<file path="src/rtl/phase_scheduler.sv">
// Round-robin green/yellow/all-red phase scheduler for a four-approach intersection.
// Optional emergency preemption (ev_req/ev_dir) is built when EMERGENCY_PREEMPT_EN is defined.
module phase_scheduler #(
   parameter int GREEN_MIN = 10,
   parameter int GREEN_MAX = 30,
   parameter int YELLOW_T  = 4,
   parameter int ALLRED_T  = 2,
   parameter int CW        = 6
) (
   input  logic       clk,
   input  logic       rst,
   input  logic       tick,
   input  logic [3:0] req,
`ifdef EMERGENCY_PREEMPT_EN
   input  logic       ev_req,
   input  logic [1:0] ev_dir,
`endif
   output logic [3:0] grant,
   output logic [3:0] yellow,
   output logic [3:0] red,
   output logic [1:0] phase,
   output logic       chg
);

   typedef enum logic [1:0] {S_ALLRED, S_GREEN, S_YELLOW} state_e;

   localparam logic [CW:0]   GMIN_C  = (CW+1)'(GREEN_MIN);
   localparam logic [CW:0]   GMAX_C  = (CW+1)'(GREEN_MAX);
   localparam logic [CW-1:0] YLAST_C = CW'(YELLOW_T - 1);
   localparam logic [CW-1:0] ALAST_C = CW'(ALLRED_T - 1);

   state_e        state_q, state_d;
   logic [1:0]    phase_q, phase_d;
   logic [CW-1:0] timer_q, timer_d;
   logic [3:0]    pending_q, pending_d;
   logic [3:0]    grant_q, grant_d;
   logic [3:0]    yellow_q, yellow_d;
   logic [3:0]    red_q, red_d;
   logic          chg_q, chg_d;

   logic          ev_act;
   logic [1:0]    ev_tgt;
   logic [3:0]    own_mask;
   logic          other;
   logic [CW:0]   tmr_nxt;
   logic          go;

`ifdef EMERGENCY_PREEMPT_EN
   assign ev_act = ev_req;
   assign ev_tgt = ev_dir;
`else
   assign ev_act = 1'b0;
   assign ev_tgt = 2'd0;
`endif

   // First pending approach after cur, wrapping; cur itself is checked last.
   function automatic logic [1:0] rr_pick(input logic [3:0] pend, input logic [1:0] cur);
      logic [1:0] idx;
      logic       found;
      rr_pick = cur;
      found   = 1'b0;
      for (int k = 1; k <= 4; k++) begin
         idx = cur + 2'(k);
         if (!found && pend[idx]) begin
            rr_pick = idx;
            found   = 1'b1;
         end
      end
   endfunction

   assign own_mask = (state_q == S_GREEN) ? (4'b0001 << phase_q) : 4'b0000;
   assign other    = |(pending_q & ~(4'b0001 << phase_q));
   assign tmr_nxt  = {1'b0, timer_q} + 1'b1;

   always_comb begin
      state_d   = state_q;
      phase_d   = phase_q;
      timer_d   = timer_q;
      pending_d = pending_q | (req & ~own_mask);
      go        = 1'b0;

      case (state_q)
         S_ALLRED: begin
            if (tick && timer_q == ALAST_C) begin
               state_d = S_GREEN;
               phase_d = ev_act ? ev_tgt : rr_pick(pending_q, phase_q);
               go      = 1'b1;
            end
         end
         S_GREEN: begin
            if (ev_act) begin
               // Preempt: leave immediately unless already serving the target.
               if (tick && phase_q != ev_tgt) begin
                  state_d = S_YELLOW;
                  go      = 1'b1;
               end
            end else if (tick && other && tmr_nxt >= GMIN_C &&
                         (!req[phase_q] || tmr_nxt >= GMAX_C)) begin
               state_d = S_YELLOW;
               go      = 1'b1;
            end
         end
         S_YELLOW: begin
            if (tick && timer_q == YLAST_C) begin
               state_d = S_ALLRED;
               go      = 1'b1;
            end
         end
         default: begin
            state_d = S_ALLRED;
            go      = 1'b1;
         end
      endcase

      if (go) begin
         timer_d = '0;
      end else if (tick && timer_q != '1) begin
         timer_d = timer_q + 1'b1;
      end

      if (go && state_d == S_GREEN) begin
         pending_d[phase_d] = 1'b0;
      end

      grant_d  = (state_d == S_GREEN)  ? (4'b0001 << phase_d) : 4'b0000;
      yellow_d = (state_d == S_YELLOW) ? (4'b0001 << phase_d) : 4'b0000;
      red_d    = ~(grant_d | yellow_d);
      chg_d    = go;
   end

   always_ff @(posedge clk or negedge rst) begin
      if (!rst) begin
         state_q   <= S_ALLRED;
         phase_q   <= 2'd0;
         timer_q   <= '0;
         pending_q <= 4'b0000;
         grant_q   <= 4'b0000;
         yellow_q  <= 4'b0000;
         red_q     <= 4'b1111;
         chg_q     <= 1'b0;
      end else begin
         state_q   <= state_d;
         phase_q   <= phase_d;
         timer_q   <= timer_d;
         pending_q <= pending_d;
         grant_q   <= grant_d;
         yellow_q  <= yellow_d;
         red_q     <= red_d;
         chg_q     <= chg_d;
      end
   end

   assign grant  = grant_q;
   assign yellow = yellow_q;
   assign red    = red_q;
   assign phase  = phase_q;
   assign chg    = chg_q;

endmodule

</file>
<file path="config.mk">
export PLATFORM = sky130hd
export DESIGN_NAME = phase_scheduler
export DESIGN_NICKNAME = d
export VERILOG_FILES = /design/src/rtl/phase_scheduler.sv
export SDC_FILE = /design/constraint.sdc
export NUM_CORES = 1
export LEC_CHECK = 0
export ABC_AREA = 0
export CAP_MARGIN = 20
export CELL_PAD_IN_SITES_DETAIL_PLACEMENT = 0
export CELL_PAD_IN_SITES_GLOBAL_PLACEMENT = 2
export CORE_AREA = 2 2 70 72
export CTS_BUF_LIST = sky130_fd_sc_hd__clkbuf_16
export CTS_CLUSTER_DIAMETER = 150
export DETAILED_ROUTE_END_ITERATION = 6
export DIE_AREA = 0 0 72 74
export HOLD_SLACK_MARGIN = 0.12
export PLACE_DENSITY = 0.8
export REMOVE_ABC_BUFFERS = 1
export SYNTH_ARGS = -nofsm -noshare
export SYNTH_HDL_FRONTEND = slang
export SYNTH_SLANG_ARGS = --single-unit
</file>
<file path="constraint.sdc">
create_clock -name clk -period 7.62 [get_ports clk]
set_input_delay 1.524 -clock clk [delete_from_list [all_inputs] [get_ports clk]]
set_output_delay 1.524 -clock clk [all_outputs]
set_load 0.01 [all_outputs]
</file>
* After elaboration in Yosys (flattened, before gate mapping)
Index checks and enable logic that the tools add are counted.
** Storage, ports and cells
- RAM bits :: 0
- Bits in registers :: 27
- Memories :: 0
- Memory bits (read-only) :: 0
- Output and inout bits :: 15
- Bits in latches :: 0
** Cells by class
- Add/subtract/negate cells :: 5
- Shifts and indexed selects :: 2
- Divide/modulo/power cells :: 0
- $lt $le $gt $ge :: 8
- $mul :: 0
- Bitwise gates (word level) :: 9
- Reduce and logical (&&, ||, !) cells :: 19
- Mux-type cells :: 41
- Eq/ne operators :: 7
** Operators by type and width (count)
- two-way mux 1 bit :: 18
- two-way mux 2 bit :: 9
- two-way mux 4 bit :: 4
- NOT 4 bit :: 4
- < comparator 2 x 3 -> 1 bit, second input constant :: 5
- AND 4 bit :: 3
- two-way mux 6 bit :: 2
- logical AND 1 bit :: 11
- binary-select mux 1 bit (select 2 bit) :: 5
- OR 4 bit :: 2
- << shifter 1 x 2 -> 4 bit, first input constant :: 2
- adder 6 x 1 -> 7 bit, second input constant :: 1
- greater-or-equal comparator 7 x 4 -> 1 bit, second input constant :: 1
- greater-or-equal comparator 7 x 5 -> 1 bit, second input constant :: 1
- adder 6 x 1 -> 6 bit, second input constant :: 1
- == test 6 x 1 -> 1 bit, second input constant :: 1
- == test 6 x 2 -> 1 bit, second input constant :: 1
- inequality test 6 bit, second input constant :: 1
- case mux 2 bit (3 select lines) :: 1
- adder 2 bit, second input constant :: 2
- == test 2 x 1 -> 1 bit, second input constant :: 2
- == test 2 bit, second input constant :: 2
- logical NOT 1 bit :: 4
- OR reduction 4 bit :: 1
- 7 further kinds :: 7

* Logic depth before layout (Yosys ltp)
Gate-level depths: netlist (run 1).
- Word-level depth :: 28
- Gate-level depth with buffers :: 11

* Worst setup path before layout (run 1)
Ideal clock, no wire load.
- Path type :: input to register
- Start point :: in req[3]
- End point :: reg grant_q[2] (netlist: grant[2])
- Stages on the path :: 5
- Required time :: 7.485 ns
- Slack :: 4.805 ns
- Arrival time :: 2.680 ns
- Path through :: mux4_2 > a21oi_1 > a31oi_4 > a21oi_2 > nor3_1
** Between the ends
- Longest elaborated chain between the ends :: 9
** Ends and longest elaborated chain
- start: declaration :: line 13 : input logic [3:0] req,
- binary-select mux 1 bit (select 2 bit) :: line 98 : (!req[phase_q] || tmr_nxt >= GMAX_C)) begin
- two-way mux 1 bit (implied by the code) :: line 98
- logical NOT 1 bit :: line 98
- logical OR 1 bit :: line 98
- logical AND 1 bit :: line 97 : end else if (tick && other && tmr_nxt >= GMIN_C &&
- two-way mux 2 bit :: line 97
- case mux 2 bit (3 select lines) :: line 82 : case (state_q)
- == test 2 x 1 -> 1 bit :: line 125 : grant_d = (state_d == S_GREEN) ? (4'b0001 << phase_d) : 4'b0000;
- two-way mux 4 bit :: line 125
- via grant_d[2] :: line 36 : logic [3:0] grant_q, grant_d;
- end signal: assignment :: line 146 : grant_q <= grant_d;
- end: declaration :: line 36
The timed path passes the listed nets, and every way through them passes these cells. The select of a mux whose other input is x is not followed.
A chain may end at the register's enable or synchronous reset.

* Worst setup path after layout (run 1)
- Start point :: in tick
- End point :: reg yellow_q[3] (netlist: yellow[3])
** RTL lines
- start: declaration :: line 12 : input logic tick,
- logical AND 1 bit :: line 84 : if (tick && timer_q == ALAST_C) begin
- two-way mux 2 bit :: line 84
- two-way mux 2 bit :: line 82
- via phase_d[1] :: line 33 : logic [1:0] phase_q, phase_d;
- << shifter 1 x 2 -> 4 bit :: line 126 : yellow_d = (state_d == S_YELLOW) ? (4'b0001 << phase_d) : 4'b0000;
- two-way mux 4 bit :: line 126
- via yellow_d[3] :: line 37 : logic [3:0] yellow_q, yellow_d;
- end signal: assignment :: line 147 : yellow_q <= yellow_d;
- end: declaration :: line 37
The timed path passes the listed nets, and every way through them passes these cells.

==> impl_metrics.yaml, run 1 <==
die:
  row_count: 25
  die-area_mm2: 0.00533
  die_w_um: 72
  core-area_mm2: 0.00460
  start_util_pct: 36.1
  ios: 22
  dieHeight_um: 74
global_routing:
  antenna_found_initial: 0
  grt_max_degree: 28
  track_usage_pct: 13.7
  grt_pass1_vias: 1170
  grt.busiest_layer: "met2"
  grt_util_met1_pct: 17.9
  globalRouteMet3Util_pct: 2.03
  grt_use_met2_pct: 23.4
  grt_overflow: 0
  grt_pass1_wl_um: 5670
detailed_routing:
  first_iter_violations: 26
  ant_nets: 0
  drcViolationCount: 0
  vias_per_cell: 5.26
  totalWireLength_um: 3390
  drt_first_pass_iters: 4
  wl_per_cell_um: 14.9
  vias: 1195
yosys:
  yosysMostFrequentCell: "dfrtp_1"
  ys_warn_count: 0
  netlist_area_mm2: 0.00166
  synth_cell_types: 49
  synth-seq-cells: 27
  synthTopCellsByArea: "dfrtp_1, dfstp_2, ha_1"
  yosys.area.top_type: "dfrtp_1"
  synth_top_area_share_pct: 34.7
  synth_ff_type: "dfrtp_1"
  syn_inst: 160
  synthTopCellsByCount: "dfrtp_1, a21oi_1, nor2_1"
  avgSynthCellArea_um2: 10.4
  ys_seq_area_share_pct: 41.1
  synth-async-reset-ratio_pct: 100
  synth_edf_count: 0
clock_network:
  hold_buffers: 0
  cts_sinks: 27
  clk_pin_slew_ns: 0.07
  cts_max_level: 1
  postCtsSetupRepairBufs: 0
  numCtsBuffers: 3
  cts_tree: "done"
  cts_root_buf: "clkbuf_16"
  clk_latency_ns: 0.26
  cts_resized: 0
  max-clock-path-buffers: 2
power_and_ir_drop:
  power_mw: 0.703
  p_leak_nw: 0.769
  p_int_mw: 0.409
  seq_power_share_pct: 34.6
  combPwrFrac_pct: 47.5
  p_per_area_mw_per_mm2: 363
  clock_power_share_pct: 17.8
  swShare_pct: 41.8
  irDropWorstVdd_v: 0.000164
  switching_power_mw: 0.294
setup_path:
  crit_chain: "clkdlybuf4s50_1, and3_1, and3_1, o21a_4, mux2i_4, inv_6, and3_1"
  cp-end-kind: "flip-flop"
  path_class: "input pin to flip-flop"
  rrSetupSlack_ns: 4.65
  start_kind: "input pin"
  crit_required_ns: 7.77
  crit_slowest_cell: "clkdlybuf4s50_1"
  critPathBufInv: 2
  cp_common_cell: "and3_1"
  cp_slowest_stage_delay_ns: 0.59
  worstPathMaxFanout: 9
  worst_ep_arrival_time_ns: 3.56
  critPathTopFamily: "simple AND/OR/NAND/NOR gates"
timing:
  setup_ws_ns: 4.22
  fin_skew_ns: 0.00409
  drv_slew: 0
  tightest_slew_ns: 0.525
  fin_tns_setup_ns: 0
  post-route-min-period_ns: 3.40
  max_slew_margin_pct: 64.8
  fin_crit_sh_pct: 44.7
  worst_hold_slack_ns: 0.612
  clock.fmax_ghz: 0.294
  setup_viol: 0
  timing.final.hold_violations: 0
  rsz0062_at_grt: "no"
place:
  place_ws_ns: 3.94
  place_congestion: 0.738
  portBuffers: 21
  dpl_cell_area_mm2: 0.00186
  dp.cells: 223
  hpwl_um: 2550
cells_and_area:
  fin_util_pct: 42.2
  nets: 187
  synthToLayoutAreaGrowth_pct: 17.0
  drive_gt1_share_pct: 17.3
  antennaDiodeCount: 0
  fin_cells: 227
  design_area_mm2: 0.00194
run_status:
  status: "completed"
flow_run:
  maxCapViolCount: 0
worst_hold_path:
  hold_path_class: "flip-flop to flip-flop"
==> placed cells by master, fill, tap and decap left out, types with 2 or more instances in the layout <==
cell type        netlist  final
a211oi_1               2      2
a21oi_1               10     10
a31oi_1                5      5
a31oi_2                3      3
and3_1                 8      8
clkbuf_16              0      3
clkdlybuf4s50_1        0     21
dfrtp_1               23     23
dfstp_2                4      4
ha_1                   6      6
inv_1                  6      6
inv_6                  1      2
mux2_2                 2      2
mux2i_1                2      2
mux4_2                 2      2
nand2_1                9      9
nand2b_1               2      2
nand3_1                5      5
nor2_1                10     10
nor2b_1                6      6
nor3_1                 6      6
nor3_2                 3      3
o211ai_1               2      2
o21ai_1                2      2
xnor2_1                5      5
xor2_1                 3      3
==> cells by family after synthesis <==
family                     after synthesis  share of synthesized area, %
muxes                                    7                          6.64
DFF                                     27                          41.1
xor gates and xnor gates                 8                          4.23
and+or+nand+nor                         55                          18.3
buffers and inverters                   21                          7.40
AOI/OAI and AO/OA                       36                          17.8
adders and majority gates                6                          4.53
==> worst paths after layout <==
path	end	depth (start not counted)	from
setup / recovery	yellow[3]	7	tick
hold / removal	state_q[1]	2	state_q[1]
setup reg to reg	grant[2]	7	phase[0]
hold reg to reg	state_q[1]	2	state_q[1]
max in group asynchronous	red[3]	2	rst
min in group asynchronous	grant[3]	2	rst
==> power groups by stage <==
stage / Clock, mW / Sequential, mW / Combinational (mW)
after floorplan: 0 / 0.244 / 0.230
after global placement: 0 / 0.246 / 0.332
after detailed placement: 0 / 0.247 / 0.335
after CTS: 0.128 / 0.244 / 0.338
after global routing: 0.133 / 0.253 / 0.372
final: 0.125 / 0.244 / 0.334
==> flip-flops by register name (all words and copies together), names as in the netlist <==
name and cells:
red 4, chg 1, grant 4, phase 2, state_q 2, pending_q 4, timer_q 6, yellow 4
==> tightest hold or removal path: stages, from the launching register on <==
cell and delay, ns:
dfrtp_1 0.40, nand2_1 0.08, o21ai_2 0.09
==> layout make-up <==
type                       count  area (um^2)
clock buffer                   3         75.1
clock inverter                 1         8.76
fill                         427         2660
inverter                       8         35.0
multi-input combinational    112          855
sequential                    27          681
tap                           54         67.6
timing repair buffer          22          218
==> per-layer routing <==
| metal | part of all wire, % | vias to the layer above | routed length, um |
|---|---|---|---|
| met2 | 48 | 14 | 1640 |
| met4 | 1.2 | 0 | 40 |
| li1 | - | 589 | - |
| met1 | 48 | 587 | 1650 |
| met5 | 0 | - | 0 |
| met3 | 2.1 | 5 | 71 |
(Power assumes the default switching activity.)
==> inputs of run 2 (changes only) <==
CORE_AREA = 2 2 72 74   (was 2 2 70 72)
DIE_AREA = 0 0 74 76   (was 0 0 72 74)
PLACE_DENSITY = 0.76   (was 0.8)
clock period = 3.4 ns   (was 7.62 ns; I/O delays follow)
==> run 2 against run 1 <==
Against the previous run: core utilization is 2.0 points lower; clock skew decreased by 0.0018 ns; largest cell class unchanged; die area increased by 5.6%; highest routed layer unchanged; critical path depth did not move; flip-flop and latch count did not move.
==> impl_metrics.yaml, run 2 (synthesis gave the netlist of run 1 again) <==
clock_network:
  postCtsSetupRepairBufs: 0
  cts_resized: 0
  clk_latency_ns: 0.26
  cts_root_buf: "clkbuf_16"
  cts_sinks: 27
  clk_pin_slew_ns: 0.07
  cts_tree: "done"
  max-clock-path-buffers: 2
  hold_buffers: 0
  cts_max_level: 1
  numCtsBuffers: 3
worst_hold_path:
  hold_path_class: "flip-flop to flip-flop"
flow_run:
  maxCapViolCount: 0
timing:
  drv_slew: 0
  fin_tns_setup_ns: 0
  fin_skew_ns: 0.00226
  timing.final.hold_violations: 0
  rsz0062_at_grt: "no"
  tightest_slew_ns: 0.583
  max_slew_margin_pct: 61.0
  clock.fmax_ghz: 0.398
  post-route-min-period_ns: 2.52
  setup_viol: 0
  fin_crit_sh_pct: 74.0
global_routing:
  grt_pass1_wl_um: 5670
  grt_use_met2_pct: 20.0
  grt_pass1_vias: 1149
  grt.busiest_layer: "met2"
  antenna_found_initial: 0
  track_usage_pct: 12.8
  grt_max_degree: 28
  grt_util_met1_pct: 17.8
  globalRouteMet3Util_pct: 2.25
  grt_overflow: 0
detailed_routing:
  ant_nets: 0
  vias: 1210
  vias_per_cell: 4.94
  drcViolationCount: 0
  first_iter_violations: 50
  wl_per_cell_um: 13.9
  drt_first_pass_iters: 4
  totalWireLength_um: 3410
cells_and_area:
  regMostFlops: "timer_q"
  nFillCells: 478
  fin_util_pct: 40.2
  nets: 189
  synthToLayoutAreaGrowth_pct: 19.1
  multi_input_area_um2: 855
  layout_commonest_cell: "dfrtp_1"
  largest_register_ffs: 6
  seq_area_um2: 681
  final_cell_mix: "dfrtp_1, clkdlybuf4s50_1, a21oi_1, nor2_1, nand2_1"
  drive_gt1_share_pct: 18.3
  antennaDiodeCount: 0
die:
  ios: 22
  die_w_um: 74
  row_count: 26
  dieHeight_um: 76
  start_util_pct: 33.7
  core-area_mm2: 0.00491
  die-area_mm2: 0.00562
setup_path:
  start_kind: "input pin"
  crit_required_ns: 3.55
  cp-end-kind: "flip-flop"
  path_class: "input pin to flip-flop"
  worst_ep_arrival_time_ns: 2.67
  worstPathMaxFanout: 9
power_and_ir_drop:
  irDropWorstVdd_v: 0.000284
  p_per_area_mw_per_mm2: 806
  p_int_mw: 0.932
  combPwrFrac_pct: 50.6
  p_leak_nw: 0.779
  clock_power_share_pct: 17.4
  seq_power_share_pct: 32.0
  switching_power_mw: 0.660
  swShare_pct: 41.5
place:
  portBuffers: 21
  hpwl_um: 2640
  place_congestion: 0.841
run_status:
  status: "completed"
## run 2: critical path, cell delays in order
cell and delay (ns):
clkdlybuf4s50_1 0.58, and3_1 0.21, and3_1 0.34, o21a_4 0.20
mux2i_4 0.38, inv_6 0.09, and3_1 0.18
## run 2: final cells by class
| cell class | count | share of cell area, % |
|---|---|---|
| clock buffer | 3 | 3.80 |
| clock inverter | 1 | 0.444 |
| timing repair buffer | 24 | 11.8 |
| inverter | 8 | 1.77 |
| sequential | 27 | 34.5 |
| tap | 70 | 4.44 |
| multi-input combinational | 112 | 43.3 |
## run 2: per-layer routing
layer	vias up	share of wire, %
li1	596	-
met5	-	0
met2	27	49
met3	6	3.7
met1	581	45
met4	0	1.4
## run 2: stage by stage
stage / setup WS (ns) / power, mW / instances / instance area (um^2) / hold WS [ns]
3_5_place_dp: 0.604 / 1.33 / 241 / 1890 / 0.589
3_3_place_gp: 0.684 / 1.32 / 241 / 1890 / 0.582
2_1_floorplan: 0.853 / 1.06 / 147 / 1570 / 0.384
6_report: 0.885 / 1.59 / 245 / 1970 / 0.603
4_1_cts: 0.883 / 1.61 / 245 / 1970 / 0.604
5_1_grt: 0.759 / 1.71 / 245 / 1970 / 0.657
## run 2: path summary, 6_finish.rpt
path,slack [ns],startpoint,cells past startpoint,endpoint
max,0.88,tick,7,yellow[2]
min,0.60,state_q[1],2,state_q[1]
max reg2reg,0.92,phase[1],7,yellow[1]
min reg2reg,0.60,state_q[1],2,state_q[1]
max in group asynchronous,2.32,rst,2,red[3]
min in group asynchronous,0.79,rst,2,grant[1]
## run 2: power groups by stage
stage               registers [mW]  clock network (mW)  logic, mW
finish                       0.509               0.277      0.806
global route                 0.521               0.299      0.888
CTS                          0.509               0.284      0.816
detailed placement           0.515                   0      0.811
global placement             0.513                   0      0.803
floorplan                    0.548                   0      0.515
